<file path="config.mk">
export PLATFORM = sky130hd
export DESIGN_NAME = uncached_data_port
export DESIGN_NICKNAME = d
export VERILOG_FILES = /design/src/rtl/uncached_data_port.sv
export SDC_FILE = /design/constraint.sdc
export NUM_CORES = 1
export LEC_CHECK = 0
export BUFFER_PORTS_ARGS = -buffer_cell sky130_fd_sc_hd__buf_2
export CAP_MARGIN = 20
export CORE_MARGIN = 3
export CORE_UTILIZATION = 35
export DETAILED_ROUTE_END_ITERATION = 6
export SYNTH_ARGS = -nofsm -noshare
export SYNTH_HDL_FRONTEND = slang
export SYNTH_SLANG_ARGS = --single-unit
</file>
<file path="constraint.sdc">
create_clock -name clk -period 1.95 [get_ports clk]
set_input_delay 0.39 -clock clk [delete_from_list [all_inputs] [get_ports clk]]
set_output_delay 0.39 -clock clk [all_outputs]
set_load 0.02 [all_outputs]
</file>
<file path="src/rtl/uncached_data_port.sv">
// ---------------------------------------------------------------------------
// uncached_data_port
//   Services one uncached load or store at a time for the MEM stage on a
//   request / addr_ok / data_ok bus. Drives busy/data_ok to the pipeline
//   control and honours the exception flush by cancelling (draining) an
//   in-flight bus transaction without reporting completion.
//
// Optional feature (macro UNCACHED_WBUF_EN):
//   One-entry store buffer. A store accepted in IDLE completes to the CPU
//   immediately (combinational data_ok, busy=0) and drains on the bus
//   afterwards. Without the macro, stores follow the load path.
//
// Ports
//   clk, resetn                    clock, async active-low reset
//   cpu_req/wr/size/addr/wdata/wstrb  MEM-stage access request
//   flush                          exception flush
//   busy, data_ok, rdata           pipeline stall / completion / load data
//   bus_req/wr/size/addr/wdata/wstrb  bus request (registered, stable)
//   bus_addr_ok, bus_data_ok, bus_rdata  bus handshake and read data
// ---------------------------------------------------------------------------
module uncached_data_port #(
  parameter int unsigned ADDR_W = 32,
  parameter int unsigned DATA_W = 32
) (
  input  logic                  clk,
  input  logic                  resetn,
  input  logic                  cpu_req,
  input  logic                  cpu_wr,
  input  logic [1:0]            cpu_size,
  input  logic [ADDR_W-1:0]     cpu_addr,
  input  logic [DATA_W-1:0]     cpu_wdata,
  input  logic [DATA_W/8-1:0]   cpu_wstrb,
  input  logic                  flush,
  output logic                  busy,
  output logic                  data_ok,
  output logic [DATA_W-1:0]     rdata,
  output logic                  bus_req,
  output logic                  bus_wr,
  output logic [1:0]            bus_size,
  output logic [ADDR_W-1:0]     bus_addr,
  output logic [DATA_W-1:0]     bus_wdata,
  output logic [DATA_W/8-1:0]   bus_wstrb,
  input  logic                  bus_addr_ok,
  input  logic                  bus_data_ok,
  input  logic [DATA_W-1:0]     bus_rdata
);

  localparam int unsigned STRB_W = DATA_W / 8;

  typedef enum logic [1:0] {
    S_IDLE = 2'd0,
    S_REQ  = 2'd1,
    S_WAIT = 2'd2,
    S_RESP = 2'd3
  } state_t;

  state_t              r_state;
  state_t              w_state_nxt;
  logic                r_cancel;
  logic                w_cancel_nxt;
  logic                r_wbuf_vld;
  logic                w_wbuf_nxt;
  logic                w_latch;
  logic                w_rdata_ld;
  logic                w_wbuf_take;
  logic                w_busy;
  logic                w_quiet;

  logic                r_bus_req;
  logic                r_data_ok;
  logic                r_bus_wr;
  logic [1:0]          r_bus_size;
  logic [ADDR_W-1:0]   r_bus_addr;
  logic [DATA_W-1:0]   r_bus_wdata;
  logic [STRB_W-1:0]   r_bus_wstrb;
  logic [DATA_W-1:0]   r_rdata;

  // A cancelled access or a buffered store drains silently: no data_ok,
  // and the stall only reflects whether a new request is waiting.
  assign w_quiet = r_cancel | r_wbuf_vld;

  // Next-state, stall and load-enable decode
  always_comb begin
    w_state_nxt  = r_state;
    w_cancel_nxt = r_cancel;
    w_wbuf_nxt   = r_wbuf_vld;
    w_latch      = 1'b0;
    w_rdata_ld   = 1'b0;
    w_wbuf_take  = 1'b0;
    w_busy       = 1'b0;

    unique case (r_state)
      S_IDLE: begin
        w_busy = cpu_req & ~flush;
        if (cpu_req && !flush) begin
          w_latch     = 1'b1;
          w_state_nxt = S_REQ;
`ifdef UNCACHED_WBUF_EN
          // Store is retired to the CPU now and drained from the bus fields.
          if (cpu_wr) begin
            w_wbuf_take = 1'b1;
            w_wbuf_nxt  = 1'b1;
            w_busy      = 1'b0;
          end
`endif
        end
      end
      S_REQ: begin
        w_busy = w_quiet ? cpu_req : 1'b1;
        if (flush && !r_wbuf_vld) w_cancel_nxt = 1'b1;
        if (bus_addr_ok) w_state_nxt = S_WAIT;
      end
      S_WAIT: begin
        w_busy = w_quiet ? cpu_req : 1'b1;
        if (bus_data_ok) begin
          // Flush in the same cycle as data return wins over the response.
          if (w_quiet || flush) begin
            w_state_nxt  = S_IDLE;
            w_cancel_nxt = 1'b0;
            w_wbuf_nxt   = 1'b0;
          end else begin
            w_state_nxt = S_RESP;
            w_rdata_ld  = 1'b1;
          end
        end else if (flush && !r_wbuf_vld) begin
          w_cancel_nxt = 1'b1;
        end
      end
      S_RESP: begin
        w_busy      = 1'b0;
        w_state_nxt = S_IDLE;
      end
      default: begin
        w_state_nxt = S_IDLE;
      end
    endcase
  end

  // Control state and registered handshake outputs
  always_ff @(posedge clk or negedge resetn) begin
    if (!resetn) begin
      r_state    <= S_IDLE;
      r_cancel   <= 1'b0;
      r_wbuf_vld <= 1'b0;
      r_bus_req  <= 1'b0;
      r_data_ok  <= 1'b0;
    end else begin
      r_state    <= w_state_nxt;
      r_cancel   <= w_cancel_nxt;
      r_wbuf_vld <= w_wbuf_nxt;
      r_bus_req  <= (w_state_nxt == S_REQ);
      r_data_ok  <= (w_state_nxt == S_RESP);
    end
  end

  // Request fields (held until the next accepted access) and load data
  always_ff @(posedge clk or negedge resetn) begin
    if (!resetn) begin
      r_bus_wr    <= 1'b0;
      r_bus_size  <= 2'd0;
      r_bus_addr  <= '0;
      r_bus_wdata <= '0;
      r_bus_wstrb <= '0;
      r_rdata     <= '0;
    end else begin
      if (w_latch) begin
        r_bus_wr    <= cpu_wr;
        r_bus_size  <= cpu_size;
        r_bus_addr  <= cpu_addr;
        r_bus_wdata <= cpu_wdata;
        r_bus_wstrb <= cpu_wstrb;
      end
      if (w_rdata_ld) r_rdata <= bus_rdata;
    end
  end

  assign busy      = w_busy;
  assign data_ok   = r_data_ok | w_wbuf_take;
  assign rdata     = r_rdata;
  assign bus_req   = r_bus_req;
  assign bus_wr    = r_bus_wr;
  assign bus_size  = r_bus_size;
  assign bus_addr  = r_bus_addr;
  assign bus_wdata = r_bus_wdata;
  assign bus_wstrb = r_bus_wstrb;

endmodule

</file>
Yosys cells after proc, flatten, opt, wreduce, memory -nomap -nowiden
Index checks and enable logic that the tools add are counted.

Multiplexer cells: 16. Bitwise logic cells: 2. Reduce and logical (&&, ||, !) cells: 7. Eq/ne operators: 6.

Operators by type and width (number): $mux 1 (9); $mux 2 (4); $pmux 2 s4 (1); $eq 2x2->1 const B (3); $eq 2x1->1 const B (2); $ne 3x3->1 const B (1); $pmux 1 s3 (1); $logic_not 2->1 (1); $pmux 1 s2 (1); $reduce_and 2->1 (1); $reduce_bool 2->1 (1); $reduce_or 2->1 (1); $and 1x1->1 (1); $logic_and 1x1->1 (1); $logic_not 1->1 (1); $logic_or 1x1->1 (1); $not 1->1 (1).

Input bits: 109. Output and inout port bits: 106. Logic and storage cells: 41. Flip-flop bits (word level): 108.

Logic depth before layout (Yosys ltp)
Gate-level depths: netlist (run 1).

Depth in word-level cells: 5. Mapped depth: 6. Gate-level depth less buffers: 5.

Worst setup path before layout (run 1)
No wires, ideal clock.

Path type: flip-flop to output port. From: register r_state[0]. To: output busy. Required time: 1560 ps. Path buffers: 0. Stages on the path, launching flop included: 5. Data arrival time: 1373 ps. Setup slack: 187 ps. Cells stage by stage: dfrtp_1 > inv_1 > ha_1 > nand2b_1 > o21ai_0.

Word-level cells in the longest chain between the ends: 3. Elaborated cells on any way between the ends: 6. Those cells by class: eq/ne (3); mux (1); reduce/logical (2).

RTL lines: from (decl) (RTL line 57) `state_t r_state;`; from (signal assigned) (RTL line 148) `r_state <= w_state_nxt;`; $eq 2x2->1 / $eq 2x1->1 (equally long branches) (RTL line 92) `unique case (r_state)`; $reduce_or 2->1 (no source line); $pmux 1 s3 (*) (RTL line 92); to (decl) (RTL line 34) `output logic busy,`.

Mark *: on every way between the ends. The rest lies on a longest branch, timed or not.

Worst setup path in the final report (run 1)
Ends and elaborated chain as after synthesis.

==> results, run 1 <==
- For this run, the register share of the synthesized area comes to 0.638.
- The critical path arrival is 1.52 ns.
- The worst slew margin relative to its limit is 0.719.
- Traced cell by cell, the critical path runs through inv_2 > ha_4 > nand2b_4 > a21bo_2 > o21ai_1 > buf_4.
- Hold is met by 0.267 ns.
- The number of failing setup endpoints in the final timing report is 0.
- Summing every instance area after synthesis gives 4230 um^2.
- Counting flops and latches in the post-synthesis netlist gives 108.
- The count of inserted antenna diode cells is 0.
- Of the total power, the share spent switching nets is 0.375.
- The maximum clock rate is 525 MHz.
- In the final timing run, aggregate negative setup slack is 0 ns.
- The share of async-settable or async-resettable flops after synthesis is 1.00.
- In the final design database the tool counted 592 nets.
- Dividing the final minimum period by the clock period gives 0.977.
- The mean cell area of the mapped netlist is 16.7 um^2.
- The kind of end point of the critical path is an output port.
- The share of total power dissipated in combinational logic is 0.434.
- The biggest area contributor in the post-synthesis netlist is dfrtp_1.
- The total power after layout is 10.2 mW.
- The residual overflow from global routing is 0.
- After detailed routing, the number of vias per cell comes to 4.58.
- The relative contribution of sequential cells to total power is 0.379.
- At the end of routability-driven placement, the weighted congestion stood at 0.752.
- The first-pass GRT wire length is 14,800 um.
- The net switching power figure is 3.84 mW.
- In the synthesized netlist the dominant register cell turns out to be dfrtp_1.
- The number of nets handed over by synthesis was 367.
- After synthesis, the netlist uses 25 different library cells.
- Counting instances in the post-synthesis netlist gives the leading cell types as dfrtp_1 (108), mux2_2 (101), buf_6 (10).
- Wires add up to 9570 um.
- The TritonCTS clock tree is built.
- Setup repair after global routing could not meet its margin everywhere.
- The number of flops mapped to enable cells by yosys is 0.
- The final core area utilization is 0.505.
- Measured along the x axis, the die boundary spans 116 um.
- The portion of synthesized cell area occupied by the leading cell type is 0.638.
- The clock sink total is 108.
- The sum of buffers and inverters on the critical path is 2.
- Of the cells placed in the final design, the portion with a size suffix greater than 1 is 0.719.
- The die is 116 um tall.
- The total core area is 11,600 um^2.
- The highest fanout seen on the critical path is 3.
- From synthesis to final layout, the design area changed by 38.6%.
- For the worst setup path, the data required time is 1.56 ns.
- The number of warnings issued by yosys is 0.
- The areal power density over the cells is 1750 nW/um^2.
- The routed via count is 2,872.
- The initial antenna violation count is 0.
- The number of H-tree levels is 3.
- The maximum VDD drop is 0.000696 V.
- The number of failing hold endpoints at the final stage is 0.
- The wire-length estimate of the detail-placed layout is 7430 um.
- The maximum buffer depth of the clock tree is 2.
- Clock skew on the completed layout was measured at 0.00687 ns.
- The worst hold path belongs to the class input port to register.
- For this design the static power due to leakage is 2.96 nW.
- The run finished with clean final reports.
- Pin placement for this block handled 215 I/O pins.
- The pre-antenna-repair detailed-routing pass consisted of 4 iterations.
- Clock tree synthesis inserted a total of 9 buffers.
- The clock period could shrink to 1.91 ns.
- Sorting the synthesized cells by area gives the leading types as dfrtp_1 (64%), mux2_2 (27%), buf_6 (2.7%).
- Entering global routing, the biggest net connects 41 pins.
- The tool flagged a number of max-cap violations equal to 0.
- The detailed router finished its first iteration with 102 violations.
- In the post-synthesis netlist, the cell with the most instances is dfrtp_1.
- After detailed routing, the average wire length per cell comes to 15.3 um.
- The category of the most critical setup path is register to output port.
- The synthesized instance count is 254.
- Among cell families on the critical path, the largest total delay comes from flip-flops.
- The count of pins over their slew limit is 0.
- For the worst-skew pair, the clock arrives at the later sink with an insertion delay of 0.34 ns.
- The number of placed instances, taps included, is 607.
- The count of standard-cell rows is 39.
- For this run, the total global-route usage over all layers was measured as 0.142.
- The master of the slowest instance on the critical path is dfrtp_1.
- STA classifies the critical path startpoint as a register.
- After detailed routing, the number of remaining DRC violations is 0.
- During placement, the flow inserted port buffers numbering 214.
- The via count of the first global-routing pass was 3,030.
- The overall die area is 13,400 um^2.
- The setup slack of the most critical reg-to-reg path is 0.18 ns.
- The initial core utilization is 0.364.
- The cell at the root of the clock tree is clkbuf_16.
- The share of power burned in the clock network is 0.186.
- Excluding fillers, the count of instances in the completed layout stands at 627.
- On the worst path, the slowest cell contributes a delay of 0.37 ns.
- The clock-pin slew on the worst setup and hold paths is 0.07 ns.
- The internal power of the cells totals 6.41 mW.
- The number of nets still failing antenna checks after routing is 0.
- The worst-margin pin slew is 0.422 ns.
[final timing paths]
path                                      start                  endpoint  cells after the start
hold reg to reg            rdata[5]$_DFFE_PN0P_      rdata[5]$_DFFE_PN0P_                      1
max in group asynchronous                resetn  bus_wdata[8]$_DFFE_PN0P_                      3
setup / recovery           r_state[0]$_DFF_PN0_                      busy                      6
setup reg to reg           r_state[0]$_DFF_PN0_     rdata[30]$_DFFE_PN0P_                      6
hold / removal                     bus_rdata[5]      rdata[5]$_DFFE_PN0P_                      2
min in group asynchronous                resetn      rdata[2]$_DFFE_PN0P_                      2
[logic make-up (layout without fill, tap and decap cells)]
logic type | count (synthesis) | in the layout | share of synthesized area
AND/OR/NAND/NOR | 13 | 13 | 0.0225
AO/OA/AOI/OAI | 14 | 14 | 0.0248
adder cells (fa/ha/maj) | 4 | 4 | 0.0118
flip-flops | 108 | 108 | 0.638
multiplexers | 103 | 103 | 0.274
buffers and inverters | 12 | 242 | 0.0284
[worst register-to-register path: cells and delay by family (launching register included)]
kind / cells / cell delay [ns]
AND/OR/NAND/NOR: 2 / 0.28
adder cells (fa/ha/maj): 1 / 0.25
buffers and inverters: 2 / 0.34
flip-flops: 1 / 0.39
multiplexers: 1 / 0.39
[state kept, by name, summed over array words and instances, names as in the netlist]
name	flops
bus_addr	32
bus_req	1
bus_size	2
bus_wdata	32
bus_wr	1
bus_wstrb	4
data_ok	1
r_cancel	1
r_state	2
rdata	32
[final cells by class]
class,count,area (um^2)
Fill cell,1076,5750
Sequential cell,108,2700
Multi-Input combinational cell,134,1440
Timing Repair Buffer,224,1220
Clock buffer,10,229
Tap cell,143,179
Clock inverter,6,88.8
Inverter,2,7.51
[timing repair]
action	CTS	global route
gates cloned	0	0
pin swaps	1	2
endpoints found under the setup margin	1	1
hold buffers	1	0
resized for setup	6	2
hold endpoints to repair	29	0
setup buffers	3	0
[power groups by stage]
| stage | Clock [mW] | Sequential, mW | Combinational, mW |
|---|---|---|---|
| global route | 2.07 | 4.05 | 4.77 |
| floorplan | 0 | 5.32 | 1.37 |
| finish | 1.91 | 3.89 | 4.45 |
| CTS | 1.98 | 3.90 | 4.50 |
| detailed placement | 0 | 3.95 | 4.39 |
| global placement | 0 | 3.89 | 4.33 |
[metal layers]
metal	vias to the layer above	share of wire	routed length (um)	GRT usage
li1	1353	-	-	-
met1	1387	0.38	3670	0.159
met2	115	0.51	4930	0.247
met3	17	0.077	733	0.0439
met4	0	0.025	238	0.0657
met5	-	0	0	0
[cell usage in the layout, fill, tap and decap left out, drive strengths merged, types with 4 or more instances in the layout]
master / n
dfrtp: 108
nand2: 4
mux2: 103
clkbuf: 10
o21ai: 4
ha: 4
buf: 223
[stage by stage]
stage               worst slack (ns)  cell area (um^2)
floorplan                      0.187              4230
global placement               0.209              5480
detailed placement             0.171              5480
CTS                          0.00744              5860
global route                 -0.0350              5870
finish                        0.0446              5870
(Power assumes the default switching activity.)
==> run 2, diff against run 1 <==
Settings changed: CTS_BUF_LIST from default to sky130_fd_sc_hd__clkbuf_2.
==> results, run 2 (synthesis results as in run 1) <==
- The final setup TNS came to -0.233 ns (was 0 ns).
- The clock sink total came to 108 (unchanged).
- The residual overflow from global routing came to 0 (unchanged).
- The number of H-tree levels is 3 (unchanged).
- The top metal layer carrying routed signals is met4 (unchanged).
- The first-pass GRT wire length is 17,300 um (was 14,800 um).
- The total power after layout is 9.76 mW (was 10.2 mW).
- The number of top-level design ports is 215 (unchanged).
- The maximum buffer depth of the clock tree was 2 (unchanged).
- The sum of buffers and inverters on the critical path was 2 (unchanged).
- Run status: complete, but fails checks (was finished clean).
- The area taken by flip-flops and latches is 2700 um^2 (unchanged).
- The maximum clock rate is 458 MHz (was 525 MHz).
- The endpoint of the lowest-slack register-to-register path was rdata[6]$_DFFE_PN0P_ (was rdata[30]$_DFFE_PN0P_).
- The worst-margin pin slew is 0.428 ns (was 0.422 ns).
- The TritonCTS clock tree is built (unchanged).
- The routed via count is 3,349 (was 2,872).
- The average wire per standard cell is 15.5 um (was 15.3 um).
- The all-layer global routing usage was 0.167 (was 0.142).
- The total length of routed met3 wires is 728 um (was 733 um).
- The master of the slowest instance on the critical path is dfrtp_1 (unchanged).
- The time the final worst path needs with I/O delays and setup is 2.18 ns (was 1.91 ns).
- The total area of multi-input combinational cells is 1460 um^2 (was 1440 um^2).
- The vertical extent of the die came to 116 um (unchanged).
- The via count of the first global-routing pass is 3,677 (was 3,030).
- The final setup slack of the worst path is -0.233 ns (was 0.0446 ns).
- The number of failing setup endpoints in the final timing report was 1 (was 0).
- The initial core utilization is 0.364 (unchanged).
- The met2 layer wire length in the routed design came to 5990 um (was 4930 um).
- The width of the die is 116 um (unchanged).
- The count of unresolved DRC violations after routing was 0 (unchanged).
- The critical path capture point is busy (unchanged).
- The post-route clock skew is 0.0218 ns (was 0.00687 ns).
- The routed wire length is 11,400 um (was 9570 um).
- The final net count is 699 (was 592).
- The number of fill cells in the layout is 951 (was 1,076).
- The depth of the most critical reg-to-reg path was 8 (was 6).
- The maximum number of pins on one net before global-route repair was 41 (unchanged).
- The leakage power of the design was 3.36 nW (was 2.96 nW).
- The checks that failed: negative setup slack.
- The category of cells accounting for the largest share of critical-path delay is flip-flops (unchanged).
- The number of gates on the worst path with buffers counted came to 6 (unchanged).
- The number of iterations in the first detailed-routing pass was 4 (unchanged).
- The total core area is 11,600 um^2 (unchanged).
- The relative area change from synthesis to final layout is 61.2% (was 38.6%).
- The number of clock buffers inserted by TritonCTS is 9 (unchanged).
- The setup slack after placement came to 0.171 ns (unchanged).
- The global placement routability congestion is 0.752 (unchanged).
- The worst min-delay path class is input port to register (unchanged).
- The initial antenna violation count came to 2 (was 0).
- The total of max-cap violations is 0 (unchanged).
- The setup slack of the most critical reg-to-reg path is 0.09 ns (was 0.18 ns).
- The areal power density over the cells is 1430 nW/um^2 (was 1750 nW/um^2).
- The count of port buffers added during placement is 214 (unchanged).
- The worst endpoint required time came to 1.56 ns (about the same).
- The cell at the root of the clock tree is clkbuf_2 (was clkbuf_16).
- The category of the most critical setup path is register to output port (unchanged).
- The share of post-route cells with drive strength above 1 was 0.602 (was 0.719).
- The overall die area was 13,400 um^2 (unchanged).
- The detailed placement HPWL was 7430 um (unchanged).
- The count of standard-cell rows is 39 (unchanged).
- The mean number of vias per cell is 4.55 (was 4.58).
- The count of pins over their slew limit was 0 (unchanged).
- The violation count after the first detailed-route iteration came to 97 (was 102).
- The startpoint class of the critical path was a register (unchanged).
- The final core area utilization is 0.587 (was 0.505).
- The clock latency reported for the late side of the worst-skew pair is 0.57 ns (was 0.34 ns).
- Setup repair after global routing missed its margin: true (unchanged).
- Top library cells by usage in the layout, fill and taps aside: buf_2 (212), dfrtp_1 (108), dlygate4sd3_1 (104) (was buf_2 (212), dfrtp_1 (108), mux2_2 (101)).
- The worst slew margin relative to its limit is 0.714 (was 0.719).
- The delay contributed by the slowest stage of the critical path is 0.43 ns (was 0.37 ns).
- The post-route met1 wirelength came to 4300 um (was 3670 um).
- Cell-by-cell trace of the critical path: inv_2 > ha_4 > nand2b_4 > a21bo_2 > o21ai_2 > buf_6 (was inv_2 > ha_4 > nand2b_4 > a21bo_2 > o21ai_1 > buf_4).
- The number of failing hold endpoints at the final stage came to 0 (unchanged).
- The startpoint of the worst register-to-register path is r_state[0]$_DFF_PN0_ (unchanged).
- The ratio of final minimum period to clock period was 1.12 (was 0.977).
- The kind of end point of the critical path is an output port (unchanged).
- The number of nets still failing antenna checks after routing was 0 (unchanged).
- The maximum VDD drop came to 0.000771 V (was 0.000696 V).
- The critical path arrival is 1.79 ns (was 1.52 ns).
- The most common library cell in the layout ignoring fill and taps is buf_2 (unchanged).
- The worst setup path startpoint is r_state[0]$_DFF_PN0_ (unchanged).
- The clock-pin slew on the worst setup and hold paths is 0.27 ns (was 0.07 ns).
- The highest fanout seen on the critical path came to 3 (unchanged).
[run 2: cell count changes in the layout (fill, tap and decap cells not counted), moves of 2 or more]
cell | before | now
dlygate4sd3_1 | 1 | 104
clkbuf_2 | 0 | 10
diode_2 | 0 | 2
clkbuf_16 | 9 | 2
[run 2: worst register-to-register path, delay by kind of cell, from the launching register on]
family,cells,cell delay [ns]
adders and majority gates,1,0.15
buffers and inverters,4,0.57
DFF,1,0.46
muxes,1,0.34
and+or+nand+nor,2,0.28
[run 2: repair_timing]
item / CTS / global route
buffers inserted: 4 / 1
setup endpoints to repair: 1 / 19
gates cloned: 0 / 2
pin swaps: 2 / 2
endpoints found under the hold margin: 157 / 0
gates resized for setup: 8 / 5
hold buffers: 104 / 0
[run 2: worst min-delay path by stage]
stage	endpoint	slack, ns	cells past startpoint	startpoint
global placement	rdata[15]$_DFFE_PN0P_	0.36	1	resetn
finish	r_cancel$_DFFE_PN0P_	0.10	3	bus_data_ok
detailed placement	rdata[15]$_DFFE_PN0P_	0.36	1	resetn
CTS	r_cancel$_DFFE_PN0P_	0.04	3	bus_data_ok
floorplan	bus_addr[0]$_DFFE_PN0P_	0.09	0	resetn
global route	r_cancel$_DFFE_PN0P_	0.02	3	bus_data_ok
[run 2: per-stage QoR]
step                hold slack, ns  std cells  area (um^2)
floorplan                   0.0944        254         4230
global placement             0.358        607         5480
detailed placement           0.358        607         5480
CTS                         0.0361        731         6730
global route                0.0248        736         6820
finish                       0.102        736         6820
[run 2: layout make-up]
type,instances,share of cell area
Sequential cell,108,0.396
Timing Repair Buffer,331,0.341
Multi-Input combinational cell,134,0.214
Tap cell,143,0.0262
Clock inverter,6,0.0130
Clock buffer,10,0.00734
Inverter,2,0.00110
Antenna cell,2,0.000734
[run 2: power by group]
part | switching (mW) | internal, mW
logic | 2.63 | 2.09
registers | 0.545 | 3.34
clock network | 0.729 | 0.428
[run 2: routing by layer]
layer | vias up | GRT usage
met5 | - | 0
met4 | 0 | 0.0913
met3 | 32 | 0.0454
met2 | 133 | 0.305
met1 | 1620 | 0.172
li1 | 1564 | -
